### src/rtl/shake_ctrl.sv
// Sequencing controller for a SHAKE128/SHAKE256 Keccak datapath.
// Issues absorb/permute/squeeze strobes and lane/round indices; holds no state data.
module shake_ctrl #(
  parameter int N_ROUNDS = 24,
  parameter int LEN_W    = 16
) (
  input  logic             clk,
  input  logic             rst,
  input  logic             start,
  input  logic             mode,
  input  logic [LEN_W-1:0] out_len,
  input  logic             abort,
  input  logic             in_valid,
  input  logic             in_last,
  output logic             in_ready,
  output logic             absorb_en,
  output logic [4:0]       absorb_idx,
  output logic [4:0]       squeeze_idx,
  output logic             perm_en,
  output logic [4:0]       round_idx,
  output logic             clear_state,
  output logic             out_valid,
  input  logic             out_ready,
  output logic             busy,
  output logic             done,
  output logic             error
);

  localparam logic [4:0] RATE128_MAX = 5'd20;
  localparam logic [4:0] RATE256_MAX = 5'd16;
  localparam logic [4:0] ROUND_MAX   = 5'(N_ROUNDS - 1);

  typedef enum logic [2:0] {
    S_IDLE,
    S_ABSORB,
    S_PERMUTE,
    S_SQUEEZE,
    S_DONE
  } state_t;

  state_t           state_q, state_d;
  logic             mode_q, mode_d;
  logic [4:0]       word_cnt_q, word_cnt_d;
  logic [4:0]       round_cnt_q, round_cnt_d;
  logic [LEN_W-1:0] remaining_q, remaining_d;
  logic             last_seen_q, last_seen_d;
  logic             error_q, error_d;
  logic [4:0]       rate_max;

  assign rate_max = mode_q ? RATE256_MAX : RATE128_MAX;

  always_ff @(posedge clk or negedge rst) begin
    if (!rst) begin
      state_q     <= S_IDLE;
      mode_q      <= 1'b0;
      word_cnt_q  <= '0;
      round_cnt_q <= '0;
      remaining_q <= '0;
      last_seen_q <= 1'b0;
      error_q     <= 1'b0;
    end else begin
      // NOTE: non-blocking so every register updates from the same pre-edge values.
      state_q     <= state_d;
      mode_q      <= mode_d;
      word_cnt_q  <= word_cnt_d;
      round_cnt_q <= round_cnt_d;
      remaining_q <= remaining_d;
      last_seen_q <= last_seen_d;
      error_q     <= error_d;
    end
  end

  always_comb begin
    // NOTE: every signal gets a default first so no path can infer a latch.
    state_d     = state_q;
    mode_d      = mode_q;
    word_cnt_d  = word_cnt_q;
    round_cnt_d = round_cnt_q;
    remaining_d = remaining_q;
    last_seen_d = last_seen_q;
    error_d     = error_q;
    in_ready    = 1'b0;
    absorb_en   = 1'b0;
    absorb_idx  = '0;
    squeeze_idx = '0;
    perm_en     = 1'b0;
    round_idx   = '0;
    clear_state = 1'b0;
    out_valid   = 1'b0;
    done        = 1'b0;

    if (state_q != S_IDLE && abort) begin
      // Abort wins over everything: strobes stay low and error is untouched.
      state_d = S_IDLE;
    end else begin
      unique case (state_q)
        S_IDLE: begin
          // Gated by rst so nothing leaks out while the block is held in reset.
          clear_state = start && !abort && rst;
          if (start && !abort) begin
            mode_d      = mode;
            remaining_d = out_len;
            word_cnt_d  = '0;
            round_cnt_d = '0;
            last_seen_d = 1'b0;
            error_d     = 1'b0;
            state_d     = S_ABSORB;
          end
        end

        S_ABSORB: begin
          in_ready   = 1'b1;
          absorb_idx = word_cnt_q;
          absorb_en  = in_valid;
          if (in_valid) begin
            if (word_cnt_q == rate_max) begin
              word_cnt_d  = '0;
              last_seen_d = in_last;
              state_d     = S_PERMUTE;
            end else begin
              word_cnt_d = word_cnt_q + 5'd1;
              if (in_last) begin
                // Padding upstream guarantees in_last only on the final rate lane.
                error_d = 1'b1;
                state_d = S_IDLE;
              end
            end
          end
        end

        S_PERMUTE: begin
          perm_en   = 1'b1;
          round_idx = round_cnt_q;
          if (round_cnt_q == ROUND_MAX) begin
            round_cnt_d = '0;
            if (!last_seen_q)            state_d = S_ABSORB;
            else if (remaining_q == '0)  state_d = S_DONE;
            else                         state_d = S_SQUEEZE;
          end else begin
            round_cnt_d = round_cnt_q + 5'd1;
          end
        end

        S_SQUEEZE: begin
          out_valid   = 1'b1;
          squeeze_idx = word_cnt_q;
          if (out_ready) begin
            remaining_d = remaining_q - LEN_W'(1);
            word_cnt_d  = (word_cnt_q == rate_max) ? 5'd0 : word_cnt_q + 5'd1;
            if (remaining_q == LEN_W'(1))    state_d = S_DONE;
            else if (word_cnt_q == rate_max) state_d = S_PERMUTE;
          end
        end

        S_DONE: begin
          done    = 1'b1;
          state_d = S_IDLE;
        end

        default: state_d = S_IDLE;
      endcase
    end
  end

  assign busy  = (state_q != S_IDLE);
  assign error = error_q;

endmodule

### config.mk
export PLATFORM = sky130hd
export DESIGN_NAME = shake_ctrl
export DESIGN_NICKNAME = d
export VERILOG_FILES = /design/src/rtl/shake_ctrl.sv
export SDC_FILE = /design/constraint.sdc
export NUM_CORES = 1
export LEC_CHECK = 0
export ABC_AREA = 1
export BUFFER_PORTS_ARGS = -buffer_cell sky130_fd_sc_hd__buf_2
export CELL_PAD_IN_SITES_DETAIL_PLACEMENT = 2
export CELL_PAD_IN_SITES_GLOBAL_PLACEMENT = 2
export CORE_MARGIN = 2
export CORE_UTILIZATION = 32
export DETAILED_ROUTE_END_ITERATION = 10
export PLACE_DENSITY = 0.95
export SYNTH_ARGS = -nofsm -noshare
export SYNTH_HDL_FRONTEND = slang
export SYNTH_SLANG_ARGS = --single-unit
### constraint.sdc
create_clock -name clk -period 3.45 [get_ports clk]
set_input_delay 0.345 -clock clk [delete_from_list [all_inputs] [get_ports clk]]
set_output_delay 0.345 -clock clk [all_outputs]
set_load 0.02 [all_outputs]
* Word level (Yosys, flattened, before mapping)
Cells that the tools add are included. Widths: inputs -> output; s select.
Storage, ports and cells: register bits 32, input bits 24, output and inout port bits 23, logic and storage cells 97
Operators by class: add/sub/neg operators 3, equal/unequal tests 19, mux-type cells 49, bitwise gates (word level) 1, reduce and logical (&&, ||, !) cells 18
Operator list (count):
- $mux 5 | 11
- $mux 3 | 12
- $mux 16 | 2
- $pmux 16 s2 | 1
- $mux 1 | 18
- $eq 16x1->1 const B | 1
- $logic_not 16->1 | 1
- $sub 16x1->16 const B | 1
- $pmux 5 s3 | 1
- $ne 2x2->1 const B | 6
- $ne 3x3->1 const B | 4
- $pmux 3 s4 | 1
- $reduce_and 6->1 | 2
- $add 5x1->5 const B | 2
- $pmux 5 s2 | 1
- $reduce_and 5->1 | 2
- $ne 4x4->1 const B | 2
- $eq 3x2->1 const B | 2
- $reduce_and 3->1 | 2
- $reduce_bool 2->1 | 3
- $reduce_bool 3->1 | 2
- $eq 5x5->1 | 1
- $eq 5x5->1 const B | 1
- $pmux 1 s2 | 2
- 7 further kinds | 9

* Logic depth before layout (Yosys ltp)
depth in word-level cells 7, gate-level depth with buffers 12, depth with buffers taken out 12

* Worst setup path after synthesis
Ideal clock, no wire load.
path kind register to output, start point register state_q[2], end point output squeeze_idx[0], data arrival time 1654 ps, data required time 3105 ps, path slack 1451 ps, cell stages (with the launch flop) 7, path buffers 1, path through dfrtp_1 > inv_2 > nand3_2 > clkbuf_1 > nor2_1 > inv_1 > nor2_1
Between the ends: cells in the longest elaborated chain, start to end 3, elaborated cells on any way between the ends 5, those cells by class 1 x eq/ne; 2 x mux; 2 x reduce/logical
Ends and longest elaborated chain:
- start, declared | line 41 | state_t state_q, state_d;
- start signal, assigned | line 63 | state_q <= state_d;
- $eq 3x2->1 or $reduce_bool 3->1 (tied branches) | line 96, 92
- $mux 5 or $logic_and 1x1->1 (tied branches) | line 96, 92
- $mux 5 (*) | line 92 | if (state_q != S_IDLE && abort) begin
- end, declared | line 18 | output logic [4:0] squeeze_idx,
Mark *: on every way between the ends. The rest lies on a longest branch, timed or not.

* Worst setup path in the final report
start point register state_q[2], end point output squeeze_idx[3]
The elaborated chain is that of the path after synthesis.

==> run metrics <==
Root Buffer=clkbuf_8; Design Area, Final=between 0.002 and 0.003 mm²; synthesized flop and latch total=32; clk slew on worst S/H paths=0.08 ns; status=complete, no violations; fmax=399 MHz; Worst Skew=about 0.0056 ns; synthesized cell area=0.00230 mm²; Worst Setup End Kind=output pin; Post-Synth Simple-Gate Area=34.1%; area of the multi-input gates=approximately 0.0013 mm²; Synth warnings=0; number of I/O pins=47; TritonCTS clock tree=done; fin crit period=2.51 ns; Flop pwr share=between 30% and 40%; post-CTS setup buffer count=0; clock sinks=32; Placer Congestion=between 0.8 and 0.9; Net Sw Frac=48.8%; Max-slew headroom=between 40% and 50%; HPWL after DPL=6.03 mm; Initial Util=33.5%; Final Setup Violations=0; sequential-to-total area share from yosys stat=between 30% and 40%; dpl cell area=between 0.002 and 0.003 mm²; Netlist cell types=32; arrival time worst endpoint=2.16 ns; cts bufs inserted=5; die footprint=between 0.007 and 0.008 mm²; clk_lat worst skew=roughly 0.30 ns; fin crit share=between 70% and 80%; Pwr per Cell Area=683 mW/mm²; leading cell type in the layout, fill and taps excluded=nand2_1; global-route usage over all layers=23.4%; Iter 0 DRT Violations=77; filler cell count=just under 900; Net Sw Power=~0.9 mW; combinational share of power=47.3%; 1st-pass router iterations=4; Final nets=around 430; Synth Area in Adders=3.26%; Worst Reg-to-Reg Cells=5; CORE AREA=0.00687 mm²; layout cells sized above 1=18.0%; DR WL/cell=16.9 µm; Die Span Y=88.8 µm; Post-Route WL=around 8.4 mm; # resized after CTS=0; mux share of post-synthesis cell area=0%; Mapped Nets=382; Max VDD drop=0.170 mV; Fin Setup TNS=0 ns; final global-route overflow total=0; Synth Area in XOR/XNOR=2.67%; Fin. Hold Viols=0; LEAKAGE=1.41 nW; syn avg cell area=6.53 µm²; initial antenna violation count=0; CTS HTree Levels=2; number of port buffers=46; most frequent cells in the layout=nand2_1 (84), nor2_1 (62), buf_2 (46); startpoint types=flop; Area Overhead vs Synth=17.8%; vias per cell=~5; Max Slew Vio Count=0; first-pass GRT wire length=around 14 mm; Register Area=roughly 800 µm²; clock network power share=17.2%; num rows=30; Max-cap violations=0; n_diodes=0; die width=slightly below 90 µm; Post-CTS Hold Buffers=0; Mapped Cells=352; RSZ-0062 raised after global routing=no; Via Count=around 2500; worst slew pin tran=0.849 ns; Max Fanout on Critical Path=25; largest net degree at the start of global routing=33; Clock Path Buffers=2; Synth Area in Compound Gates=approximately 15%; critical path class=flop to output pin; Hold Slack=0.152 ns; largest family of logic cells by synthesized area=simple AND/OR/NAND/NOR gates; internal power consumption=approximately 0.95 mW; Required @ worst endpoint=3.11 ns; vias in the first global route=about 2800; post-route antenna net violation count=0; DRC=0; Min-Delay Path Class=input port to async pin
final timing paths:
| kind | startpoint | endpoint | slack [ns] |
|---|---|---|---|
| setup / recovery | state_q[2]$_DFFE_PN0P_ | squeeze_idx[3] | 0.94 |
| hold / removal | rst | remaining_q[3]$_DFFE_PN0P_ | 0.15 |
| setup reg to reg | state_q[2]$_DFFE_PN0P_ | remaining_q[4]$_DFFE_PN0P_ | 1.08 |
| hold reg to reg | error$_DFFE_PN0P_ | error$_DFFE_PN0P_ | 0.53 |
| max in group asynchronous | rst | word_cnt_q[4]$_DFFE_PN0P_ | 2.96 |
| min in group clk | mode | mode_q$_DFFE_PN0P_ | 0.27 |
worst max-delay path: stages (launching register included):
cell	delay, ns
dfrtp_1	0.41
inv_2	0.13
nand3_2	0.47
nor2_1	0.37
inv_1	0.17
nor2_1	0.13
buf_2	0.18
cell type report:
class,instances,area share [%]
flip-flops and latches,32,29.5
repair buffers,47,8.77
multi-input cells,260,46.6
clock inverters,2,0.369
clock buffers,6,3.05
inverters,52,7.20
well taps,96,4.43
cell families after synthesis:
group	count (synthesis)
buffers and inverters	60
XOR/XNOR	7
flip-flops	32
AND/OR/NAND/NOR	184
adder cells (fa/ha/maj)	6
AO/OA/AOI/OAI	63
per-stage QoR:
| step | power, mW | worst slack, ns | utilization, % | cells |
|---|---|---|---|---|
| 2_1_floorplan | 1.24 | 1.45 | - | 352 |
| 3_3_place_gp | 1.43 | 1.23 | 38.1 | 487 |
| 3_5_place_dp | 1.51 | 1.10 | 38.1 | 487 |
| 4_1_cts | 1.87 | 0.921 | 39.5 | 495 |
| 5_1_grt | 2.01 | 0.763 | 39.5 | 495 |
| 6_report | 1.85 | 0.941 | 39.5 | 495 |
state kept, by name, summed over array words and instances (netlist names):
name         cells
error            1
last_seen_q      1
word_cnt_q       5
round_cnt_q      5
remaining_q     16
mode_q           1
state_q          3
Yosys cell counts:
master    number  area, µm²
nand2_1       84        315
nor2_1        62        233
inv_1         45        169
dfrtp_1       32        801
o21ai_1       23        115
nand3_1       20        100
o21ai_0       14       70.1
a21oi_1       13       65.1
inv_2          7       26.3
ha_1           6       75.1
buf_2          5       25.0
nor3_1         5       25.0
xor2_1         5       43.8
a31oi_1        3       18.8
o22ai_1        3       18.8
clkbuf_1       2       7.51
nand2_4        2       22.5
nand3_2        2       20.0
nand4_1        2       12.5
nor2_2         2       12.5
nor2_4         2       22.5
nor4_1         2       12.5
xnor2_1        2       17.5
a21o_1         1       7.51
a21oi_2        1       8.76
a22oi_1        1       7.51
buf_4          1       7.51
nand3b_1       1       7.51
o211ai_1       1       7.51
o21ai_2        1       8.76
o221ai_1       1       8.76
o31ai_1        1       7.51
power groups by stage:
stage | Combinational, mW | Clock [mW] | Sequential [mW]
6_report | 0.876 | 0.319 | 0.657
5_1_grt | 0.998 | 0.341 | 0.672
2_1_floorplan | 0.617 | 0 | 0.621
3_5_place_dp | 0.851 | 0 | 0.658
4_1_cts | 0.882 | 0.328 | 0.658
3_3_place_gp | 0.790 | 0 | 0.644
per-layer routing:
layer  GRT usage [%]  vias to the layer above  part of all wire, %
li1                -                     1207                    -
met1            29.5                     1234                   45
met2            41.8                       37                   51
met3            3.82                        7                  3.0
met4            5.37                        0                 0.99
met5               0                        -                    0
No activity file was read; power rests on OpenSTA's default activity.
